==> config.mk <==
export PLATFORM = sky130hd
export DESIGN_NAME = punc_ctrl_mc
export DESIGN_NICKNAME = d
export VERILOG_FILES = /design/src/rtl/punc_pkg.sv /design/src/rtl/punc_wait_ctr.sv /design/src/rtl/punc_ctrl_mc.sv
export SDC_FILE = /design/constraint.sdc
export NUM_CORES = 1
export LEC_CHECK = 0
export CORE_MARGIN = 2
export CORE_UTILIZATION = 37
export DETAILED_ROUTE_END_ITERATION = 10
export PLACE_DENSITY = 0.84
export REMOVE_ABC_BUFFERS = 1
export SETUP_SLACK_MARGIN = 0.1
export SYNTH_ARGS = -nofsm -noshare
export SYNTH_HDL_FRONTEND = slang
export SYNTH_SLANG_ARGS = --single-unit
==> constraint.sdc <==
create_clock -name clk -period 1.85 [get_ports clk]
set_input_delay 0.2775 -clock clk [delete_from_list [all_inputs] [get_ports clk]]
set_output_delay 0.2775 -clock clk [all_outputs]
set_load 0.02 [all_outputs]
==> src/rtl/punc_pkg.sv <==
// Shared encodings for the multi-cycle LC-3 style control unit:
// opcodes, FSM states and the datapath select fields.
package punc_pkg;

   localparam logic [3:0] OP_BR   = 4'h0;
   localparam logic [3:0] OP_ADD  = 4'h1;
   localparam logic [3:0] OP_LD   = 4'h2;
   localparam logic [3:0] OP_ST   = 4'h3;
   localparam logic [3:0] OP_JSR  = 4'h4;
   localparam logic [3:0] OP_AND  = 4'h5;
   localparam logic [3:0] OP_LDR  = 4'h6;
   localparam logic [3:0] OP_STR  = 4'h7;
   localparam logic [3:0] OP_RTI  = 4'h8;
   localparam logic [3:0] OP_NOT  = 4'h9;
   localparam logic [3:0] OP_LDI  = 4'hA;
   localparam logic [3:0] OP_STI  = 4'hB;
   localparam logic [3:0] OP_JMP  = 4'hC;
   localparam logic [3:0] OP_RES  = 4'hD;
   localparam logic [3:0] OP_LEA  = 4'hE;
   localparam logic [3:0] OP_TRAP = 4'hF;

   typedef enum logic [2:0] {
      S_FETCH  = 3'd0,
      S_DECODE = 3'd1,
      S_EXEC1  = 3'd2,
      S_EXEC2  = 3'd3,
      S_HALT   = 3'd4
   } state_t;

   localparam logic [1:0] PC_OFF9  = 2'd0;
   localparam logic [1:0] PC_OFF11 = 2'd1;
   localparam logic [1:0] PC_BASE  = 2'd2;

   localparam logic [1:0] MA_PC  = 2'd0;
   localparam logic [1:0] MA_EA  = 2'd1;
   localparam logic [1:0] MA_MDR = 2'd2;

   localparam logic [1:0] WS_ALU = 2'd0;
   localparam logic [1:0] WS_MEM = 2'd1;
   localparam logic [1:0] WS_PC  = 2'd2;
   localparam logic [1:0] WS_EA  = 2'd3;

   localparam logic [1:0] ALU_ADD  = 2'd0;
   localparam logic [1:0] ALU_AND  = 2'd1;
   localparam logic [1:0] ALU_NOT  = 2'd2;
   localparam logic [1:0] ALU_PASS = 2'd3;

   // Opcodes whose EXEC1 state touches memory.
   function automatic logic is_mem_op(input logic [3:0] op);
      return (op == OP_LD)  || (op == OP_LDR) || (op == OP_LDI) ||
             (op == OP_ST)  || (op == OP_STR) || (op == OP_STI);
   endfunction

endpackage

==> src/rtl/punc_wait_ctr.sv <==
// Wait-state counter: stretches a memory access to 1+MAX cycles.
// done marks the final cycle of the access.
module punc_wait_ctr #(
   parameter int CNT_W = 3,
   parameter int MAX   = 0
) (
   input  logic clk,
   input  logic rst,
   input  logic clr,
   input  logic en,
   output logic done
);

   localparam logic [CNT_W-1:0] LIM = CNT_W'(MAX);

   logic [CNT_W-1:0] cnt;

   assign done = (cnt == LIM);

   // Count up while enabled; clear between accesses.
   always_ff @(posedge clk) begin
      if (rst || clr) cnt <= '0;
      else if (en)    cnt <= cnt + 1'b1;
   end

endmodule

==> src/rtl/punc_ctrl_mc.sv <==
// Multi-cycle control FSM with memory wait states.
// Define PUNC_CTRL_DEBUG_EN to add dbg_state / dbg_icount ports.
module punc_ctrl_mc
   import punc_pkg::*;
#(
   parameter int MEM_WAIT = 0,
   parameter int CNT_W    = 3
) (
   input  logic        clk,
   input  logic        rst,
   input  logic [15:0] ir,
   input  logic        n,
   input  logic        z,
   input  logic        p,
   output logic        ir_ld,
   output logic        pc_ld,
   output logic        pc_inc,
   output logic [1:0]  pc_sel,
   output logic [1:0]  mem_addr_sel,
   output logic        mem_we,
   output logic        mdr_ld,
   output logic        rf_we,
   output logic [1:0]  rf_wsel,
   output logic [2:0]  rf_waddr,
   output logic [2:0]  rf_raddr0,
   output logic [2:0]  rf_raddr1,
   output logic [1:0]  alu_op,
   output logic        nzp_ld,
   output logic        halted
`ifdef PUNC_CTRL_DEBUG_EN
   ,
   output logic [2:0]  dbg_state,
   output logic [15:0] dbg_icount
`endif
);

   state_t     state;
   logic [3:0] op;
   logic       mem_state;
   logic       done;
   logic       last;
   logic       taken;
   logic       unused_ir;

   assign op        = ir[15:12];
   assign unused_ir = ^ir[5:3];
   assign taken     = (ir[11] & n) | (ir[10] & z) | (ir[9] & p);
   assign mem_state = (state == S_FETCH) || (state == S_EXEC2) ||
                      ((state == S_EXEC1) && is_mem_op(op));
   assign last      = mem_state ? done : 1'b1;

   punc_wait_ctr #(
      .CNT_W (CNT_W),
      .MAX   (MEM_WAIT)
   ) u_ctr (
      .clk  (clk),
      .rst  (rst),
      .clr  (!mem_state || done),
      .en   (!done),
      .done (done)
   );

   // State sequencing; memory states advance only on done.
   always_ff @(posedge clk) begin
      if (rst) begin
         state <= S_FETCH;
      end else begin
         case (state)
            S_FETCH:  if (done) state <= S_DECODE;
            S_DECODE: state <= (op == OP_TRAP) ? S_HALT : S_EXEC1;
            S_EXEC1:
               if (last)
                  state <= (op == OP_LDI || op == OP_STI) ?
                           S_EXEC2 : S_FETCH;
            S_EXEC2:  if (done) state <= S_FETCH;
            S_HALT:   state <= S_HALT;
            default:  state <= S_FETCH;
         endcase
      end
   end

   // Strobe and select decode; everything quiet while in reset.
   always_comb begin
      ir_ld        = 1'b0;
      pc_ld        = 1'b0;
      pc_inc       = 1'b0;
      pc_sel       = PC_OFF9;
      mem_addr_sel = MA_PC;
      mem_we       = 1'b0;
      mdr_ld       = 1'b0;
      rf_we        = 1'b0;
      rf_wsel      = WS_ALU;
      rf_waddr     = 3'd0;
      rf_raddr0    = 3'd0;
      rf_raddr1    = 3'd0;
      alu_op       = ALU_ADD;
      nzp_ld       = 1'b0;
      halted       = 1'b0;
      if (!rst) begin
         case (state)
            S_FETCH: begin
               ir_ld  = done;
               pc_inc = done;
            end
            S_EXEC1: begin
               case (op)
                  OP_ADD, OP_AND, OP_NOT: begin
                     rf_we     = 1'b1;
                     nzp_ld    = 1'b1;
                     rf_waddr  = ir[11:9];
                     rf_raddr0 = ir[8:6];
                     rf_raddr1 = ir[2:0];
                     alu_op    = (op == OP_ADD) ? ALU_ADD :
                                 (op == OP_AND) ? ALU_AND : ALU_NOT;
                  end
                  OP_BR: begin
                     pc_ld  = taken;
                     pc_sel = PC_OFF9;
                  end
                  OP_JMP: begin
                     pc_ld     = 1'b1;
                     pc_sel    = PC_BASE;
                     rf_raddr0 = ir[8:6];
                  end
                  OP_JSR: begin
                     rf_we     = 1'b1;
                     rf_wsel   = WS_PC;
                     rf_waddr  = 3'd7;
                     pc_ld     = 1'b1;
                     pc_sel    = ir[11] ? PC_OFF11 : PC_BASE;
                     rf_raddr0 = ir[8:6];
                  end
                  OP_LEA: begin
                     rf_we    = 1'b1;
                     rf_wsel  = WS_EA;
                     nzp_ld   = 1'b1;
                     rf_waddr = ir[11:9];
                  end
                  OP_LD, OP_LDR: begin
                     mem_addr_sel = MA_EA;
                     rf_we        = done;
                     nzp_ld       = done;
                     rf_wsel      = WS_MEM;
                     rf_waddr     = ir[11:9];
                     rf_raddr0    = (op == OP_LDR) ? ir[8:6] : 3'd0;
                  end
                  OP_ST, OP_STR: begin
                     mem_addr_sel = MA_EA;
                     mem_we       = done;
                     rf_raddr1    = ir[11:9];
                     rf_raddr0    = (op == OP_STR) ? ir[8:6] : 3'd0;
                  end
                  OP_LDI, OP_STI: begin
                     mem_addr_sel = MA_EA;
                     mdr_ld       = done;
                  end
                  default: ;
               endcase
            end
            S_EXEC2: begin
               mem_addr_sel = MA_MDR;
               if (op == OP_LDI) begin
                  rf_we    = done;
                  nzp_ld   = done;
                  rf_wsel  = WS_MEM;
                  rf_waddr = ir[11:9];
               end else begin
                  mem_we    = done;
                  rf_raddr1 = ir[11:9];
               end
            end
            S_HALT:  halted = 1'b1;
            default: ;
         endcase
      end
   end

`ifdef PUNC_CTRL_DEBUG_EN
   assign dbg_state = state;

   // Count decoded instructions; wraps naturally at 16 bits.
   always_ff @(posedge clk) begin
      if (rst)                    dbg_icount <= '0;
      else if (state == S_DECODE) dbg_icount <= dbg_icount + 16'd1;
   end
`endif

endmodule

==> key figures <==
Timing
  – PnR worst setup slack: -0.1630 ns
  – Crit share post-route: 1.088
  – Total count of max-transition violations in the final report: 0
  – Final setup vio count: 20
  – Final critical-path required period: between 2 and 2.5 ns
  – Final worst clock skew: roughly 0.0022 ns
  – Max_slew headroom: 0.7156
  – Highest clock rate: 496.8 MHz
  – RSZ-0062 raised after global routing: yes
  – Final hold violation count: 0
  – Actual slew at the worst max-slew pin: about 0.42 ns

Route
  – WL final: just under 4000 um
  – DRC errors left: 0
  – Detailed-route wire length per cell: ~19 um
  – Antenna violation net count after detailed routing: 0
  – First drt pass iteration count: 4
  – Via/cell ratio: about 5.9
  – Number of vias in the routed layout: 1206
  – Initial drt markers: 39

Synth
  – Top FF cell, synth: sky130_fd_sc_hd__dfxtp_1
  – Share of flip-flops with an asynchronous set or reset: 0
  – Yosys synthesis warning count: 0
  – Count of state elements after synthesis: 6
  – Gate Count Post-Synth: 104
  – Synthesized cell area: 777.0 sq um
  – Count of flip-flops with a built-in enable after synthesis: 0
  – Portion of the post-synthesis area used by sequential elements: 0.1546
  – Average footprint of a synthesized cell: about 7.5 sq um
  – Count of cell types in the netlist: 45

CTS
  – Number of sinks driven by the clock tree: 6
  – Inserted Clock Buffers: 3
  – Deepest clock path buffer count: 2
  – Reg clk slew, reported paths: approximately 0.040 ns
  – # hold bufs at CTS: 0
  – CTS Root Cell: sky130_fd_sc_hd__clkbuf_4
  – CTS H-tree depth: 1
  – CTS tree: built
  – Later-pin clock latency in the skew report: 0.24 ns

Critical path
  – Crit. End Element: primary output
  – Setup Crit Path Kind: flop to primary output
  – Peak fanout along the critical path: 6
  – Arrival time of the worst setup path: 1.74 ns
  – Startpoint class of the critical path: flop
  – Data required, critical path: about 1.6 ns

Placement
  – I/O Buffers: 42
  – Placement-stage cell area: around 1400 sq um
  – Routability congestion estimate from global placement: ~0.82
  – Post-place setup slack: -0.8113 ns
  – Sum of net half-perimeters after detailed placement: roughly 2500 um

Cells and area
  – Most common cell after layout, fill and taps aside: sky130_fd_sc_hd__buf_4
  – Highest-count cells in the layout ignoring fill and taps: 37 x sky130_fd_sc_hd__buf_4, 19 x sky130_fd_sc_hd__buf_6, 12 x sky130_fd_sc_hd__clkdlybuf4s50_1
  – Antenna fix cells: 0
  – Final core utilization: 0.8463
  – NumNets Final: about 200
  – Final std cell area, no fill: about 1700 sq um
  – Layout area overhead: 113.7%
  – Share of final-layout standard cells stronger than drive strength 1: 0.5398

Power and ir drop
  – Leakage power total: 0.0007374 uW
  – Power density over the cells: 325.9 nW/um^2
  – Peak supply drop: 0.3846 mV
  – Overall power: 541.1 uW

Global routing
  – Pin count of the biggest net entering global routing: 9
  – Antenna violations before repair: 0
  – GR Overflow Total: 0
  – Via count of the first global-routing pass: between 1000 and 1500
  – Wire length of the first global-routing pass: about 5500 um
  – Total track usage: 0.2896

Floorplanning
  – Number of placement rows: 16
  – Vertical die dimension: about 50 um
  – Die area: 2483 sq um
  – Horizontal die dimension: roughly 50 um
  – Total I/O pin count: 46
  – Starting density of the core: 0.3960
  – Std-Cell Core Area: roughly 2000 sq um

Hold path
  – Hold WC Path Type: flop to flop

Job
  – Count of max-cap constraint violations: 0

Outcome
  – Result of the run: finished, violations left
  – Violations in the final reports: negative setup slack
registers in the layout, indices dropped and copies added, names as in the netlist:
name / count
state: 3
u_ctr.cnt: 3
logic make-up (layout without fill, tap and decap cells):
| logic type | after synthesis | after routing | share of synthesized area |
|---|---|---|---|
| AO/OA/AOI/OAI | 24 | 24 | 0.2287 |
| XOR/XNOR | 4 | 4 | 0.04510 |
| adder cells (fa/ha/maj) | 2 | 2 | 0.03220 |
| buffers and inverters | 16 | 88 | 0.09982 |
| flip-flops | 6 | 6 | 0.1546 |
| AND/OR/NAND/NOR | 52 | 52 | 0.4396 |
layer usage:
| metal | vias to the layer above | share of wire | track usage |
|---|---|---|---|
| met3 | 25 | 0.052 | 0.04545 |
| met5 | - | 0 | 0 |
| met4 | 0 | 0.054 | 0.1065 |
| li1 | 531 | - | - |
| met2 | 64 | 0.54 | 0.5444 |
| met1 | 586 | 0.35 | 0.3222 |
metrics by stage:
step                setup TNS, ns  cells  hold slack (ns)
floorplan                 -0.1828     93           0.3503
global placement           -14.70    193           0.4918
detailed placement         -16.31    193           0.5214
CTS                       -0.8978    201           0.5346
global route               -2.842    203           0.5779
finish                     -1.738    203           0.5892
worst paths after layout:
path,from,to,slack (ns),depth (start not counted)
worst max-delay path,state[0],pc_sel[0],-0.16,4
worst min-delay path,u_ctr.cnt[0],u_ctr.cnt[0],0.59,2
worst max register to register,u_ctr.cnt[0],u_ctr.cnt[1],0.33,6
worst min register to register,u_ctr.cnt[0],u_ctr.cnt[0],0.59,2
cell usage after synthesis (2+ instances only):
master | instances | area (sq um)
sky130_fd_sc_hd__nand2_1 | 4 | 15.01
sky130_fd_sc_hd__inv_1 | 4 | 15.01
sky130_fd_sc_hd__buf_2 | 5 | 25.02
sky130_fd_sc_hd__o21ai_1 | 4 | 20.02
sky130_fd_sc_hd__a211oi_1 | 2 | 15.01
sky130_fd_sc_hd__nor2b_1 | 2 | 12.51
sky130_fd_sc_hd__clkbuf_1 | 3 | 11.26
sky130_fd_sc_hd__xnor2_1 | 3 | 26.28
sky130_fd_sc_hd__nand3b_1 | 3 | 22.52
sky130_fd_sc_hd__o21a_1 | 4 | 30.03
sky130_fd_sc_hd__nand2b_1 | 7 | 43.79
sky130_fd_sc_hd__and3_1 | 5 | 31.28
sky130_fd_sc_hd__o2111ai_1 | 2 | 17.52
sky130_fd_sc_hd__ha_1 | 2 | 25.02
sky130_fd_sc_hd__nor4b_1 | 3 | 26.28
sky130_fd_sc_hd__dfxtp_1 | 6 | 120.1
sky130_fd_sc_hd__nor2_1 | 11 | 41.29
sky130_fd_sc_hd__nor3_1 | 4 | 20.02
sky130_fd_sc_hd__a22o_1 | 3 | 26.28
sky130_fd_sc_hd__a21oi_1 | 2 | 10.01
critical path, cell delays in order, from the launching register on:
cell and delay (ns):
sky130_fd_sc_hd__dfxtp_4 0.38, sky130_fd_sc_hd__or4b_4 0.57, sky130_fd_sc_hd__nor3_4 0.19, sky130_fd_sc_hd__and4b_1 0.22, sky130_fd_sc_hd__buf_4 0.14
power breakdown:
group          total, uW  internal [uW]  switching, uW
logic                278            149            129
clock network        119           73.3           45.4
registers            145            133           11.6
timing repair:
action | CTS | global route
gates resized for setup | 156 | 30
setup buffers | 5 | 2
setup endpoints to repair | 25 | 25
pin swaps | 17 | 9
layout make-up:
class                      count  area, sq um
clock buffer                   3        22.52
fill                         117        301.5
inverter                       5        18.77
multi-input combinational     82        721.9
sequential                     6        131.4
tap                           27        33.78
timing repair buffer          80        732.0
Power figures use the tool's default switching activity.
